[config.mk]
export PLATFORM = sky130hd
export DESIGN_NAME = alu_mdu_iter
export DESIGN_NICKNAME = d
export VERILOG_FILES = /design/src/rtl/alu_mdu_iter.sv
export SDC_FILE = /design/constraint.sdc
export NUM_CORES = 2
export LEC_CHECK = 0
export ABC_AREA = 1
export ABC_CLOCK_PERIOD_IN_PS = 8900
export CORE_UTILIZATION = 35
export DETAILED_ROUTE_END_ITERATION = 16
export SYNTH_ARGS = -nofsm -noshare
export SYNTH_HDL_FRONTEND = slang
export SYNTH_SLANG_ARGS = --single-unit
[constraint.sdc]
create_clock -name clk -period 8.9 [get_ports clk]
set_clock_uncertainty 0.2 [all_clocks]
set_input_delay 1.78 -clock clk [delete_from_list [all_inputs] [get_ports clk]]
set_output_delay 1.78 -clock clk [all_outputs]
set_load 0.01 [all_outputs]
[src/rtl/alu_mdu_iter.sv]
// alu_mdu_iter: iterative RV64M/RV32M multiply/divide unit.
// Shift-add multiplier (MUL_BITS per cycle) and radix-2 restoring divider
// share one 2*XLEN accumulator. Divide-by-zero, signed overflow and illegal
// ops bypass the iteration and produce their result one cycle after accept.
module alu_mdu_iter #(
   parameter int unsigned XLEN     = 64,
   parameter int unsigned MUL_BITS = 4
) (
   input  logic            clk,
   input  logic            rst,
   input  logic            flush_i,
   input  logic            in_valid_i,
   output logic            in_ready_o,
   input  logic [3:0]      op_i,
   input  logic [XLEN-1:0] rs1_i,
   input  logic [XLEN-1:0] rs2_i,
   output logic            out_valid_o,
   input  logic            out_ready_i,
   output logic [XLEN-1:0] result_o,
   output logic            busy_o
);

   localparam int unsigned CW    = 7;
   localparam int unsigned SW    = XLEN + MUL_BITS;
   localparam int unsigned WSH   = XLEN - 32;
   localparam int unsigned AW    = 2 * XLEN;
   localparam bit          HAS_W = (XLEN == 64);

   localparam logic [CW-1:0] MUL_LAST  = CW'(XLEN / MUL_BITS - 1);
   localparam logic [CW-1:0] MULW_LAST = CW'(32 / MUL_BITS - 1);
   localparam logic [CW-1:0] DIV_LAST  = CW'(XLEN - 1);
   localparam logic [CW-1:0] DIVW_LAST = CW'(31);

   typedef enum logic [1:0] {
      ST_IDLE = 2'd0,
      ST_CALC = 2'd1,
      ST_DONE = 2'd2
   } state_t;

   // Sign-extend a 32-bit value to XLEN.
   function automatic logic [XLEN-1:0] sext32(input logic [31:0] v);
      return XLEN'($signed(v));
   endfunction

   // State and datapath registers
   state_t          r_state;
   logic [1:0]      r_sel;
   logic            r_is_div;
   logic            r_is_w;
   logic            r_neg_lo;
   logic            r_neg_hi;
   logic [XLEN-1:0] r_opnd;
   logic [AW-1:0]   r_acc;
   logic [CW-1:0]   r_cnt;
   logic [CW-1:0]   r_last;
   logic            r_out_valid;
   logic [XLEN-1:0] r_result;
   logic            r_in_ready;
   logic            r_busy;

   // Next-state values
   state_t          w_state_nxt;
   logic [1:0]      w_sel_nxt;
   logic            w_is_div_nxt;
   logic            w_is_w_nxt;
   logic            w_neg_lo_nxt;
   logic            w_neg_hi_nxt;
   logic [XLEN-1:0] w_opnd_nxt;
   logic [AW-1:0]   w_acc_nxt;
   logic [CW-1:0]   w_cnt_nxt;
   logic [CW-1:0]   w_last_nxt;
   logic            w_out_valid_nxt;
   logic [XLEN-1:0] w_result_nxt;
   logic            w_in_ready_nxt;

   // Operand preparation (accept cycle)
   logic            w_is_div;
   logic            w_is_w;
   logic            w_illegal;
   logic            w_sa;
   logic            w_sb;
   logic [XLEN-1:0] w_a_ext;
   logic [XLEN-1:0] w_b_ext;
   logic            w_a_neg;
   logic            w_b_neg;
   logic [XLEN-1:0] w_a_abs;
   logic [XLEN-1:0] w_b_abs;
   logic [XLEN-1:0] w_min;
   logic            w_dz;
   logic            w_ovf;
   logic            w_bypass;
   logic [XLEN-1:0] w_byp_res;
   logic [XLEN-1:0] w_dvd;

   // Iteration step and final fix-up
   logic [SW-1:0]   w_mul_sum;
   logic [AW-1:0]   w_acc_mul;
   logic [XLEN:0]   w_rem_sh;
   logic [XLEN:0]   w_diff;
   logic            w_q_bit;
   logic [AW-1:0]   w_acc_div;
   logic [AW-1:0]   w_acc_step;
   logic [AW-1:0]   w_prod;
   logic [XLEN-1:0] w_quo;
   logic [XLEN-1:0] w_rem;
   logic [XLEN-1:0] w_div_res;
   logic [XLEN-1:0] w_final;

   // Decode the incoming op, form magnitudes and detect bypass cases
   always_comb begin
      w_is_div  = op_i[3];
      w_is_w    = op_i[2];
      w_illegal = (~op_i[3] & op_i[2] & (op_i[1:0] != 2'd0)) | (~HAS_W & op_i[2]);

      if (w_is_div) begin
         w_sa = ~op_i[0];
         w_sb = ~op_i[0];
      end else begin
         w_sa = ~op_i[2] & (op_i[1:0] != 2'd3);
         w_sb = ~op_i[2] & ~op_i[1];
      end

      w_a_ext = rs1_i;
      w_b_ext = rs2_i;
      if (w_is_w) begin
         w_a_ext = w_sa ? sext32(rs1_i[31:0]) : XLEN'(rs1_i[31:0]);
         w_b_ext = w_sb ? sext32(rs2_i[31:0]) : XLEN'(rs2_i[31:0]);
      end

      w_a_neg = w_sa & w_a_ext[XLEN-1];
      w_b_neg = w_sb & w_b_ext[XLEN-1];
      w_a_abs = w_a_neg ? -w_a_ext : w_a_ext;
      w_b_abs = w_b_neg ? -w_b_ext : w_b_ext;

      // W dividends are pre-shifted so bit 31 is the first bit consumed
      w_dvd = w_is_w ? (w_a_abs << WSH) : w_a_abs;

      w_min = w_is_w ? sext32(32'h8000_0000) : {1'b1, {(XLEN-1){1'b0}}};
      w_dz  = w_is_div & (w_b_ext == '0);
      w_ovf = w_is_div & ~op_i[0] & (w_a_ext == w_min) & (w_b_ext == '1);
      w_bypass = w_illegal | w_dz | w_ovf;

      w_byp_res = '0;
      if (w_illegal) begin
         w_byp_res = '0;
      end else if (w_dz) begin
         w_byp_res = op_i[1] ? (w_is_w ? sext32(rs1_i[31:0]) : rs1_i) : '1;
      end else if (w_ovf) begin
         w_byp_res = op_i[1] ? '0 : w_min;
      end
   end

   // One multiply step (MUL_BITS multiplier bits) and one restoring divide step
   always_comb begin
      w_mul_sum = SW'(r_acc[AW-1:XLEN]) + SW'(r_acc[MUL_BITS-1:0]) * SW'(r_opnd);
      w_acc_mul = {w_mul_sum, r_acc[XLEN-1:MUL_BITS]};

      w_rem_sh  = {r_acc[AW-1:XLEN], r_acc[XLEN-1]};
      w_diff    = w_rem_sh - {1'b0, r_opnd};
      w_q_bit   = ~w_diff[XLEN];
      w_acc_div = {(w_q_bit ? w_diff[XLEN-1:0] : w_rem_sh[XLEN-1:0]),
                   r_acc[XLEN-2:0], w_q_bit};

      w_acc_step = r_is_div ? w_acc_div : w_acc_mul;
   end

   // Sign fix-up and result selection from the final accumulator value
   always_comb begin
      w_prod    = r_neg_lo ? -w_acc_step : w_acc_step;
      w_quo     = r_neg_lo ? -w_acc_step[XLEN-1:0] : w_acc_step[XLEN-1:0];
      w_rem     = r_neg_hi ? -w_acc_step[AW-1:XLEN] : w_acc_step[AW-1:XLEN];
      w_div_res = r_sel[1] ? w_rem : w_quo;

      if (r_is_div) begin
         w_final = r_is_w ? sext32(w_div_res[31:0]) : w_div_res;
      end else if (r_is_w) begin
         w_final = sext32(w_acc_step[XLEN-1 -: 32]);
      end else if (r_sel == 2'd0) begin
         w_final = w_prod[XLEN-1:0];
      end else begin
         w_final = w_prod[AW-1:XLEN];
      end
   end

   // FSM next-state and register next values; flush overrides everything
   always_comb begin
      w_state_nxt     = r_state;
      w_sel_nxt       = r_sel;
      w_is_div_nxt    = r_is_div;
      w_is_w_nxt      = r_is_w;
      w_neg_lo_nxt    = r_neg_lo;
      w_neg_hi_nxt    = r_neg_hi;
      w_opnd_nxt      = r_opnd;
      w_acc_nxt       = r_acc;
      w_cnt_nxt       = r_cnt;
      w_last_nxt      = r_last;
      w_out_valid_nxt = r_out_valid;
      w_result_nxt    = r_result;

      case (r_state)
         ST_IDLE: begin
            if (in_valid_i && !flush_i) begin
               w_sel_nxt    = op_i[1:0];
               w_is_div_nxt = w_is_div;
               w_is_w_nxt   = w_is_w;
               w_neg_lo_nxt = w_a_neg ^ w_b_neg;
               w_neg_hi_nxt = w_a_neg;
               w_opnd_nxt   = w_is_div ? w_b_abs : w_a_abs;
               w_acc_nxt    = w_is_div ? {{XLEN{1'b0}}, w_dvd} : {{XLEN{1'b0}}, w_b_abs};
               w_cnt_nxt    = '0;
               if (w_is_div) begin
                  w_last_nxt = w_is_w ? DIVW_LAST : DIV_LAST;
               end else begin
                  w_last_nxt = w_is_w ? MULW_LAST : MUL_LAST;
               end
               if (w_bypass) begin
                  w_state_nxt     = ST_DONE;
                  w_out_valid_nxt = 1'b1;
                  w_result_nxt    = w_byp_res;
               end else begin
                  w_state_nxt = ST_CALC;
               end
            end
         end
         ST_CALC: begin
            w_acc_nxt = w_acc_step;
            w_cnt_nxt = r_cnt + CW'(1);
            if (r_cnt == r_last) begin
               w_state_nxt     = ST_DONE;
               w_out_valid_nxt = 1'b1;
               w_result_nxt    = w_final;
            end
         end
         ST_DONE: begin
            if (out_ready_i) begin
               w_state_nxt     = ST_IDLE;
               w_out_valid_nxt = 1'b0;
            end
         end
         default: begin
            w_state_nxt     = ST_IDLE;
            w_out_valid_nxt = 1'b0;
         end
      endcase

      if (flush_i) begin
         w_state_nxt     = ST_IDLE;
         w_out_valid_nxt = 1'b0;
      end

      w_in_ready_nxt = (w_state_nxt == ST_IDLE);
   end

   // State and datapath registers with synchronous reset
   always_ff @(posedge clk) begin
      if (rst) begin
         r_state     <= ST_IDLE;
         r_sel       <= '0;
         r_is_div    <= 1'b0;
         r_is_w      <= 1'b0;
         r_neg_lo    <= 1'b0;
         r_neg_hi    <= 1'b0;
         r_opnd      <= '0;
         r_acc       <= '0;
         r_cnt       <= '0;
         r_last      <= '0;
         r_out_valid <= 1'b0;
         r_result    <= '0;
         r_in_ready  <= 1'b1;
         r_busy      <= 1'b0;
      end else begin
         r_state     <= w_state_nxt;
         r_sel       <= w_sel_nxt;
         r_is_div    <= w_is_div_nxt;
         r_is_w      <= w_is_w_nxt;
         r_neg_lo    <= w_neg_lo_nxt;
         r_neg_hi    <= w_neg_hi_nxt;
         r_opnd      <= w_opnd_nxt;
         r_acc       <= w_acc_nxt;
         r_cnt       <= w_cnt_nxt;
         r_last      <= w_last_nxt;
         r_out_valid <= w_out_valid_nxt;
         r_result    <= w_result_nxt;
         r_in_ready  <= w_in_ready_nxt;
         r_busy      <= ~w_in_ready_nxt;
      end
   end

   assign in_ready_o  = r_in_ready;
   assign out_valid_o = r_out_valid;
   assign result_o    = r_result;
   assign busy_o      = r_busy;

endmodule

==> impl_metrics.toml <==
[critical_path]
r2r_start = "r_acc[1]$_SDFFE_PP0P_"
cp.depth = 32
crit_family = "simple AND/OR/NAND/NOR gates"
crit_arrival_ns = 8.19
endpoint = "result_o[52]$_SDFFE_PP0P_"
crit_start = "r_acc[1]$_SDFFE_PP0P_"
critPathMaxFanout = 44
path_buf_inv = 6
worstPathRequired_ns = 9.22
slowest_stage = "dfxtp_4"
cpMostUsedCell = "nand2_1"
reg2reg_to = "result_o[52]$_SDFFE_PP0P_"
cp_slowest_stage_delay_ns = 0.80
path_class = "flop to flop"
ff2ff_path_depth = 32
reg2reg_slack_ns = 1.02
critPathLaunchType = "flop"
critPathCaptureType = "flop"

[yosys]
synth-edff-count = 0
ys.flop_type = "dfxtp_1"
yosysTopAreaCell = "nand2_1"
yosysWarnings = 0
syn-cell-area_mm2 = 0.04730
avgSynthCellArea_um2 = 5.400
synthesis.nets = 9231
ys_top_cells_by_count = "nand2_1 (2803), inv_1 (1661), nor2_1 (840)"
synth.most_common_cell = "nand2_1"
synthTopCellsByArea = "nand2_1 (22%), inv_1 (13%), dfxtp_1 (12%), fa_1 (8.0%), nor2_1 (6.7%)"
synth_cell_type_count = 67
netlist_instances = 8760
synth-seq-area-share_pct = 11.72
ys_seq_elements = 277
async_reset_ff_share_pct = 0
synth_top_area_share_pct = 22.24

[grt]
grt_pass1_vias = 56360
antenna_found_initial = 15
grt_max_degree = 148
gr-total-overflow = 0
grt_use_total_pct = 44.25
grt_pass1_wl_um = 428000

[floorplan]
die-width_um = 369.6
coreArea_mm2 = 0.1338
start_util_pct = 35.35
die-area_mm2 = 0.1366
ioPinCount = 204
num_rows = 134
die_y_um = 369.6

[cts]
cts_resized = 0
cts_tree = "built"
htreeDepth = 2
path_clk_slew_ns = 0.06
cts_buffers = 43
postCtsHoldBufs = 0
post_cts_buffers = 0
clock-root-buffer = "clkbuf_16"
clock-sinks = 277
clockBufferDepth = 3
insertion_delay_ns = 0.66

[routing]
viasPerCell = 5.639
vias = 59700
drt_iter0_markers = 8124
wl_per_cell_um = 29.37
ant_nets = 0
wirelength_um = 310900
dr.pass1.iters = 9
drc = 0

[placement]
dp_cells = 10500
place_congestion = 1.060
place_ws_ns = 1.294
io_buffer_count = 203
place_hpwl_um = 258900

[power_and_ir_drop]
powerDensity_mw_per_mm2 = 124.0
p_leak_nw = 28.49
peakVddDrop_uv = 142.3

[worst_hold_path]
hold_path.class = "flop to flop"
whs_path_depth = 2

[finish]
final_util_pct = 39.12
area_growth_pct = 10.66
nFillCells = 15450
drive_gt1_share_pct = 4.076
finalNonFillerCells = 10590
nets = 9247

[sta]
drv_slew = 0
finalCritPeriodShare_pct = 88.51
worstMarginPinSlew_ns = 1.325
setup_viol = 0
timing.fmax_ghz = 0.1270
slew_headroom_pct = 10.76
finalHoldViolCount = 0
setup_tns_ns = 0
rsz0062_at_grt = "false"
layout_setup_ws_ns = 1.023
timing.final.crit_period_ns = 7.877

[job]
maxCapViolCount = 0

[run_status]
outcome = "finished clean"
## worst min-delay path, cell delays in order, from the launching register on
cell     delay, ns
dfxtp_1       0.31
nand2_1       0.06
a21oi_1       0.05
## stage by stage
stage	area, um2	total power, mW	hold slack (ns)
global route	52320	6.700	0.2750
CTS	52320	6.357	0.2642
finish	52350	6.491	0.2642
detailed placement	50920	4.533	0.2553
floorplan	47300	3.206	0.2453
global placement	50920	4.547	0.2534
## cell usage in the layout, fill, tap and decap left out, types with 24 or more instances in the layout
| cell | count |
|---|---|
| inv_2 | 24 |
| ha_1 | 146 |
| nor2_1 | 833 |
| xnor2_1 | 39 |
| nand3b_1 | 33 |
| buf_4 | 90 |
| or2_2 | 32 |
| clkdlybuf4s50_1 | 202 |
| nand2_1 | 2803 |
| nor2_2 | 29 |
| inv_1 | 1655 |
| clkbuf_16 | 44 |
| xor2_1 | 182 |
| nand4_1 | 90 |
| a21oi_1 | 546 |
| nand3_1 | 592 |
| fa_1 | 188 |
| o21ai_0 | 436 |
| o211ai_1 | 51 |
| o21bai_1 | 35 |
| dfxtp_1 | 269 |
| a31oi_1 | 27 |
| nor3_1 | 92 |
| nor4_1 | 39 |
| nand2_2 | 40 |
| o221ai_1 | 52 |
## how the worst min path moves through the flow
stage	to	slack (ns)	startpoint
3_3_place_gp	r_acc[13]$_SDFFE_PP0P_	0.25	r_acc[13]$_SDFFE_PP0P_
2_1_floorplan	r_acc[12]$_SDFFE_PP0P_	0.25	r_acc[12]$_SDFFE_PP0P_
3_5_place_dp	r_acc[5]$_SDFFE_PP0P_	0.26	r_acc[5]$_SDFFE_PP0P_
6_report	r_acc[5]$_SDFFE_PP0P_	0.26	r_acc[5]$_SDFFE_PP0P_
4_1_cts	r_acc[5]$_SDFFE_PP0P_	0.26	r_acc[5]$_SDFFE_PP0P_
5_1_grt	r_acc[5]$_SDFFE_PP0P_	0.28	r_acc[5]$_SDFFE_PP0P_
## area by class of cell
type	count	area [um2]	share of cell area [%]
tap	1768	2212	4.226
clock buffer	56	1176	2.247
antenna	10	25.02	0.04781
timing repair buffer	297	2798	5.345
multi-input combinational	6468	34000	64.95
sequential	277	5570	10.64
inverter	1689	6344	12.12
clock inverter	21	224.0	0.4279
## flip-flops by register name, summed over array words and instances (netlist names)
name	flops
r_acc	128
out_valid_o	1
r_neg_lo	1
busy_o	1
r_neg_hi	1
result_o	64
in_ready_o	1
r_sel	2
r_cnt	7
r_is_w	1
r_opnd	64
r_last	4
r_state	2
## cells by family after synthesis
family                     count (synthesis)  share of synthesized area (%)
muxes                                      3                        0.06349
buffers and inverters                   2015                          16.52
and+or+nand+nor                         4640                          40.75
xor gates and xnor gates                 221                          4.092
AOI/OAI and AO/OA                       1270                          15.03
DFF                                      277                          11.72
adders and majority gates                334                          11.82
## layer usage
metal  vias up  global-route usage, %  share of wire, %
met1     28100                  52.25                38
met5         -                      0             0.040
met4        20                  35.94               9.9
met2      3461                  69.13                43
met3       881                  9.309               9.4
li1      27230                      -                 -
## power breakdown
| part | switching (mW) | leakage, nW | internal, mW | total, mW |
|---|---|---|---|---|
| Combinational | 2.41 | 25.6 | 0.804 | 3.22 |
| Sequential | 0.147 | 2.26 | 1.30 | 1.45 |
| Clock | 0.802 | 0.686 | 1.03 | 1.83 |
(Power assumes the default switching activity.)
